### config.mk
export PLATFORM = sky130hd
export DESIGN_NAME = aer_tx_link
export DESIGN_NICKNAME = d
export VERILOG_FILES = /design/src/rtl/aer_pkg.sv /design/src/rtl/sync_ff.sv /design/src/rtl/aer_tx_link.sv
export SDC_FILE = /design/constraint.sdc
export NUM_CORES = 1
export LEC_CHECK = 0
export ABC_AREA = 0
export CORE_ASPECT_RATIO = 0.5
export CORE_MARGIN = 2
export CORE_UTILIZATION = 35
export DETAILED_ROUTE_END_ITERATION = 8
export PLACE_DENSITY_LB_ADDON = 0.25
export RECOVER_POWER = 50
export SLEW_MARGIN = 10
export SYNTH_ARGS = -nofsm -noshare
export SYNTH_HDL_FRONTEND = slang
export SYNTH_SLANG_ARGS = --single-unit
### constraint.sdc
create_clock -name CLK -period 1.8 [get_ports CLK]
set_input_delay 0.18 -clock CLK [delete_from_list [all_inputs] [get_ports CLK]]
set_output_delay 0.18 -clock CLK [all_outputs]
set_load 0.03 [all_outputs]
### src/rtl/aer_pkg.sv
// Shared types and constants for the AER transmit link.
// Optional ACK watchdog is enabled by defining AER_TX_TIMEOUT_EN.
package aer_pkg;

    typedef enum logic [1:0] {
        IDLE   = 2'd0,
        SETUP  = 2'd1,
        REQ_HI = 2'd2,
        REQ_LO = 2'd3
    } aer_tx_state_t;

    localparam int AER_ADDR_W = 10;
    localparam logic [AER_ADDR_W-1:0] AER_RST_WORD = 10'h1FF;

endpackage

### src/rtl/sync_ff.sv
// Multi-stage flip-flop synchroniser for an asynchronous input.
// Async active-low reset clears every stage.
module sync_ff #(
    parameter int STAGES = 2
) (
    input  logic clk,
    input  logic rst_n,
    input  logic d_i,
    output logic q_o
);

    logic [STAGES-1:0] q_q;

    generate
        if (STAGES < 2) begin : g_bad
            $error("sync_ff needs at least two stages");
        end
    endgenerate

    always_ff @(posedge clk or negedge rst_n) begin
        if (!rst_n) begin
            q_q <= '0;
        end else begin
            q_q <= {q_q[STAGES-2:0], d_i};
        end
    end

    assign q_o = q_q[STAGES-1];

endmodule

### src/rtl/aer_tx_link.sv
// Captures encoder indices and sends them over a 4-phase AER REQ/ACK link.
// Define AER_TX_TIMEOUT_EN to add the ACK watchdog and TIMEOUT_ERR flag.
import aer_pkg::*;

module aer_tx_link #(
    parameter int AER_W          = AER_ADDR_W,
    parameter int SYNC_STAGES    = 2,
    parameter int CNT_W          = 16,
    parameter int TIMEOUT_CYCLES = 1023
) (
    input  logic             CLK,
    input  logic             RST_N,
    input  logic [AER_W-1:0] IDX_IN,
    input  logic             IDX_VALID,
    output logic [AER_W-1:0] AERIN_ADDR,
    output logic             AERIN_REQ,
    input  logic             AERIN_ACK,
    output logic             AERIN_CTRL_BUSY,
    output logic [CNT_W-1:0] EVT_SENT_CNT,
    output logic             OVERRUN,
    output logic             TIMEOUT_ERR
);

    generate
        if (TIMEOUT_CYCLES < 1) begin : g_bad_to
            $error("TIMEOUT_CYCLES must be at least 1");
        end
    endgenerate

    aer_tx_state_t    state_q, state_d;
    logic [AER_W-1:0] addr_q, addr_d;
    logic [CNT_W-1:0] cnt_q, cnt_d;
    logic             valid_q;
    logic             req_q, req_d;
    logic             busy_q, busy_d;
    logic             ovr_q, ovr_d;
    logic             ack_s;
    logic             cap;

    sync_ff #(
        .STAGES(SYNC_STAGES)
    ) u_ack_sync (
        .clk  (CLK),
        .rst_n(RST_N),
        .d_i  (AERIN_ACK),
        .q_o  (ack_s)
    );

    assign cap = IDX_VALID & ~valid_q;

`ifdef AER_TX_TIMEOUT_EN
    localparam int WD_W = $clog2(TIMEOUT_CYCLES + 1);
    localparam logic [WD_W-1:0] WD_LAST = WD_W'(TIMEOUT_CYCLES - 1);

    logic [WD_W-1:0] wd_q, wd_d;
    logic            to_q, to_d;
    logic            in_hs;
    logic            wd_hit;

    assign in_hs  = (state_q == REQ_HI) || (state_q == REQ_LO);
    assign wd_hit = in_hs && (wd_q == WD_LAST);
`endif

    always_comb begin
        state_d = state_q;
        addr_d  = addr_q;
        cnt_d   = cnt_q;
        ovr_d   = ovr_q | (cap & (state_q != IDLE));
        unique case (state_q)
            IDLE: begin
                if (cap) begin
                    addr_d  = IDX_IN;
                    state_d = SETUP;
                end
            end
            SETUP: begin
                // ACK may still be high from the previous transfer
                if (!ack_s) state_d = REQ_HI;
            end
            REQ_HI: begin
                if (ack_s) state_d = REQ_LO;
            end
            REQ_LO: begin
                if (!ack_s) begin
                    state_d = IDLE;
                    cnt_d   = cnt_q + 1'b1;
                end
            end
            default: state_d = IDLE;
        endcase
`ifdef AER_TX_TIMEOUT_EN
        to_d = to_q;
        if (wd_hit) begin
            state_d = IDLE;
            cnt_d   = cnt_q;
            to_d    = 1'b1;
        end
        if (state_d != state_q) begin
            wd_d = '0;
        end else if (in_hs) begin
            wd_d = wd_q + 1'b1;
        end else begin
            wd_d = wd_q;
        end
`endif
        req_d  = (state_d == REQ_HI);
        busy_d = (state_d != IDLE);
    end

    always_ff @(posedge CLK or negedge RST_N) begin
        if (!RST_N) begin
            state_q <= IDLE;
            addr_q  <= '0;
            cnt_q   <= '0;
            valid_q <= 1'b0;
            req_q   <= 1'b0;
            busy_q  <= 1'b0;
            ovr_q   <= 1'b0;
        end else begin
            state_q <= state_d;
            addr_q  <= addr_d;
            cnt_q   <= cnt_d;
            valid_q <= IDX_VALID;
            req_q   <= req_d;
            busy_q  <= busy_d;
            ovr_q   <= ovr_d;
        end
    end

`ifdef AER_TX_TIMEOUT_EN
    always_ff @(posedge CLK or negedge RST_N) begin
        if (!RST_N) begin
            wd_q <= '0;
            to_q <= 1'b0;
        end else begin
            wd_q <= wd_d;
            to_q <= to_d;
        end
    end

    assign TIMEOUT_ERR = to_q;
`else
    assign TIMEOUT_ERR = 1'b0;
`endif

    assign AERIN_ADDR      = addr_q;
    assign AERIN_REQ       = req_q;
    assign AERIN_CTRL_BUSY = busy_q;
    assign EVT_SENT_CNT    = cnt_q;
    assign OVERRUN         = ovr_q;

endmodule

# Yosys cells after proc, flatten, opt, wreduce, memory -nomap -nowiden
# Cells that the tools add are included.
# op_classes
addsub	1
n_eq_ne	4
muxes	5
bitwise_logic	5
reduce_logical	5
# ops
op	n
$add A16 B1 Y16 const B	1
$mux W2	4
$pmux W2 S4	1
$eq A2 B2 Y1 const B	3
$reduce_and A2 Y1	2
$reduce_bool A2 Y1	2
$and A1 B1 Y1	2
$eq A2 B1 Y1 const B	1
$logic_not A2 Y1	1
$not A1 Y1	2
$or A1 B1 Y1	1
# word_totals
ff_bits	34
input_bits	14
out_inout_bits	30
word_cells	28

# Depth between registers and ports, before layout
# depth
depth_word	5
ltp_mapped	6
mapped_depth_nobuf	4

# Cells and area by module
# A second synthesis with hierarchy kept.
# hier_totals
cells_unflattened	110
hier_area_um2	1371.3
# modules_own_cells
module	n_inst	cells_per_inst	area_each_um2	seq_area_each_um2
aer_tx_link	1	108	1321.3	800.8
sync_ff	1	2	50.0	50.0

# Worst setup path after synthesis
# Ideal clock, no wire load.
# synth_timing
path_type	register to register
start	register cnt_q[3], in the netlist EVT_SENT_CNT[3]
end	register cnt_q[12], in the netlist EVT_SENT_CNT[12]
setup_ps	134
t_arrival_ps	1356
t_required_ps	1666
setup_slack_ps	311
path_stages_with_launch	6
path_buffers	1
period_less_slack_ps	1489
path_cell_list	dfrtp_1 and4_1 and3_1 buf_6 nand4_4 xnor2_2
# synth_via
elab_chain_cells	1
# synth_lines
item	line_no	source
from (decl)	aer_tx_link.sv:32	logic [CNT_W-1:0] cnt_q, cnt_d;
from (signal assigned)	aer_tx_link.sv:122	cnt_q <= cnt_d;
$add A16 B1 Y16	aer_tx_link.sv:86	cnt_d = cnt_q + 1'b1;
# No other way between the ends.
# A chain may end at the register's enable or synchronous reset.

# Worst setup path in the final report
# layout_timing
start	register cnt_q[10], in the netlist EVT_SENT_CNT[10]
end	output EVT_SENT_CNT[10]
# layout_lines
item	line_no	source
to (decl)	aer_tx_link.sv:19	output logic [CNT_W-1:0] EVT_SENT_CNT,
# No word-level cell between the ends.

==> qor.yml <==
cells_and_area:
  final_common_cell: "clkdlybuf4s50_1"
  drive_gt1_frac: 0.1765
  layout_common_cells: "clkdlybuf4s50_1, dfrtp_1, mux2_2"
  nets: 167
  antenna_cells: 0
  final_area_mm2: 0.001971
  synthToLayoutAreaGrowth_pct: 40.12
route:
  drcViolationCount: 0
  first_iter_violations: 19
  avgRoutedWirePerCell_um: 11.78
  vias: 911
  ant_nets: 0
  firstDrtPassIters: 4
  post_drt_via_cell_ratio: 4.401
  wirelength_um: 2439
timing:
  slew_headroom: 0.4539
  rsz0062_at_grt: "false"
  worst_pin_slew_ns: 0.8191
  fin_crit_ns: 1.639
  finalCritPeriodShare: 0.9106
  max_freq_ghz: 0.6101
  skew_ns: 0.002180
  fin_setup_tns_ns: 0
  finalSetupViolations: 0
  slew_viol_final: 0
  hold_violations: 0
clocking:
  cts_hold_buf: 0
  cts_sinks: 34
  cts_setup_buffers: 0
  clk_pin_slew_ns: 0.07
  clkLatencyLatePin_ns: 0.28
  cts_tree: "done"
  cts_resized: 0
  cts_buffer_depth: 2
  cts.root.buffer_cell: "clkbuf_8"
  cts_buffers: 5
  htreeDepth: 2
die:
  die_h_um: 48.83
  initial_core_util: 0.3621
  row_count: 16
  die_w_um: 93.65
  core_mm2: 0.003884
  pin_count: 44
  dieArea_mm2: 0.004572
global_route:
  first_global_vias: 886
  grt_overflow: 0
  grt_pass1_wl_um: 4209
  antenna_found_initial: 0
  grt_max_degree: 35
  grt_usage: 0.1225
setup_path:
  path_max_fanout: 5
  rr_endpoint: "EVT_SENT_CNT[12]"
  start_kind: "register"
  worstSetupEndpointType: "output port"
  rr_worst_depth: 4
  r2r-start: "EVT_SENT_CNT[2]"
  crit_chain: "clkdlybuf4s50_1"
  crit_cells: 1
  cp.arrival_ns: 1.46
  crit_type: "reg2out"
  critPathTopFamily: "buffers and inverters"
  cp_data_required_time_ns: 1.62
  crit_slowest_cell: "clkdlybuf4s50_1"
  cpPeakStageDelay_ns: 0.71
  r2r_slack_ns: 0.34
  critPathBufInv: 1
synthesis:
  synth_area_mm2: 0.001406
  synthCells: 104
  synth_xor_area_frac: 0.1112
  seq_area_frac_synth: 0.6050
  synth_compound_area_frac: 0.01246
  ys_types: 27
  synth_top_family_by_area: "simple AND/OR/NAND/NOR gates"
  synthSimpleGateAreaFrac: 0.1441
  synth.avg_cell_area_um2: 13.52
  yosysWarnings: 0
  ys_ff_latch: 34
  synthAdderAreaFrac: 0.008897
  synth_fp_nets: 119
  synthMuxAreaShare: 0.08808
power_and_ir_drop:
  p_per_area_mw_per_mm2: 1414
  ir_worst_vdd_v: 0.0007454
  finalPower_uw: 2787
  p_leak_uw: 0.0008823
hold_path:
  whs_path_depth: 0
  min-delay-start: "u_ack_sync.q_q[0]"
  hp-class: "reg2reg"
  whs_endpoint: "u_ack_sync.q_q[1]"
place:
  placed_cell_area_mm2: 0.001882
  numPortBuffers: 42
  dp_hpwl_um: 1692
  finalWeightedCongestion: 0.7078
run_status:
  status: "complete, no violations"
flow_run:
  max_cap_violations: 0
==> kinds of logic (layout without fill, tap and decap cells) <==
group / count (synthesis) / after routing
DFF: 34 / 34
and+or+nand+nor: 32 / 32
xor gates and xnor gates: 17 / 17
muxes: 11 / 11
buffers and inverters: 5 / 54
AOI/OAI and AO/OA: 3 / 3
adders and majority gates: 1 / 1
other: 1 / 1
==> report_power, final <==
| group | switching [uW] | internal, uW |
|---|---|---|
| combinational | 565 | 512 |
| clock | 263 | 308 |
| sequential | 167 | 971 |
| total | 995 | 1790 |
==> metal layers <==
metal  share of wire  vias to the layer above  GRT usage
met3           0.049                        3    0.04173
met4          0.0094                        0    0.06522
met5               0                        -          0
met2            0.49                       30     0.1918
met1            0.45                      438     0.1511
li1                -                      440          -
==> registers in the layout, indices dropped and copies added, names as in the netlist <==
signal / flops
valid_q: 1
AERIN_REQ: 1
EVT_SENT_CNT: 16
u_ack_sync.q_q: 2
state_q: 2
AERIN_CTRL_BUSY: 1
OVERRUN: 1
AERIN_ADDR: 10
==> area by class of cell <==
| class | count | area, um2 |
|---|---|---|
| clock buffer | 7 | 86.33 |
| clock inverter | 1 | 5.005 |
| fill | 372 | 1913 |
| inverter | 1 | 3.754 |
| multi-input combinational | 65 | 516.7 |
| sequential | 34 | 850.8 |
| tap | 54 | 67.56 |
| timing repair buffer | 45 | 440.4 |
==> cell usage after synthesis <==
master / instances / area (um2)
xnor2_1: 8 / 70.07
nand2_1: 7 / 26.28
nand2b_1: 3 / 18.77
buf_2: 1 / 5.000
and3_1: 1 / 6.260
and3b_1: 1 / 8.760
o21ai_0: 1 / 5.000
a21oi_1: 1 / 5.000
and4_1: 3 / 26.28
nor2_1: 7 / 26.28
xnor2_2: 1 / 16.27
nor3_2: 1 / 10.01
dfrtp_1: 34 / 850.8
nand3_1: 2 / 10.01
nand4_4: 1 / 21.27
xor2_1: 8 / 70.07
nor3_1: 2 / 10.01
conb_1: 1 / 3.750
nand4_2: 1 / 12.51
o21bai_1: 1 / 7.510
nand3_2: 2 / 20.02
ha_1: 1 / 12.51
buf_6: 2 / 22.52
mux2_2: 11 / 123.9
nand4_1: 1 / 6.260
buf_4: 1 / 7.510
inv_1: 1 / 3.750
==> worst max path at each step <==
stage	from	endpoint	slack [ns]
6_report	EVT_SENT_CNT[10]	EVT_SENT_CNT[10]	0.16
2_1_floorplan	EVT_SENT_CNT[3]	EVT_SENT_CNT[12]	0.31
5_1_grt	EVT_SENT_CNT[11]	EVT_SENT_CNT[11]	0.11
3_3_place_gp	IDX_VALID	AERIN_ADDR[7]	0.24
3_5_place_dp	IDX_VALID	AERIN_ADDR[1]	0.22
4_1_cts	EVT_SENT_CNT[10]	EVT_SENT_CNT[10]	0.13
==> metrics by stage <==
step / utilization / cells / setup WS (ns) / hold WS (ns)
3_3_place_gp: 0.4845 / 199 / 0.2384 / 0.3340
6_report: 0.5074 / 207 / 0.1610 / 0.3560
5_1_grt: 0.5074 / 207 / 0.1054 / 0.3653
3_5_place_dp: 0.4845 / 199 / 0.2247 / 0.3484
2_1_floorplan: - / 104 / 0.3108 / -0.1156
4_1_cts: 0.5081 / 207 / 0.1330 / 0.3132
Note: power is estimated with default switching activity, not from simulation.
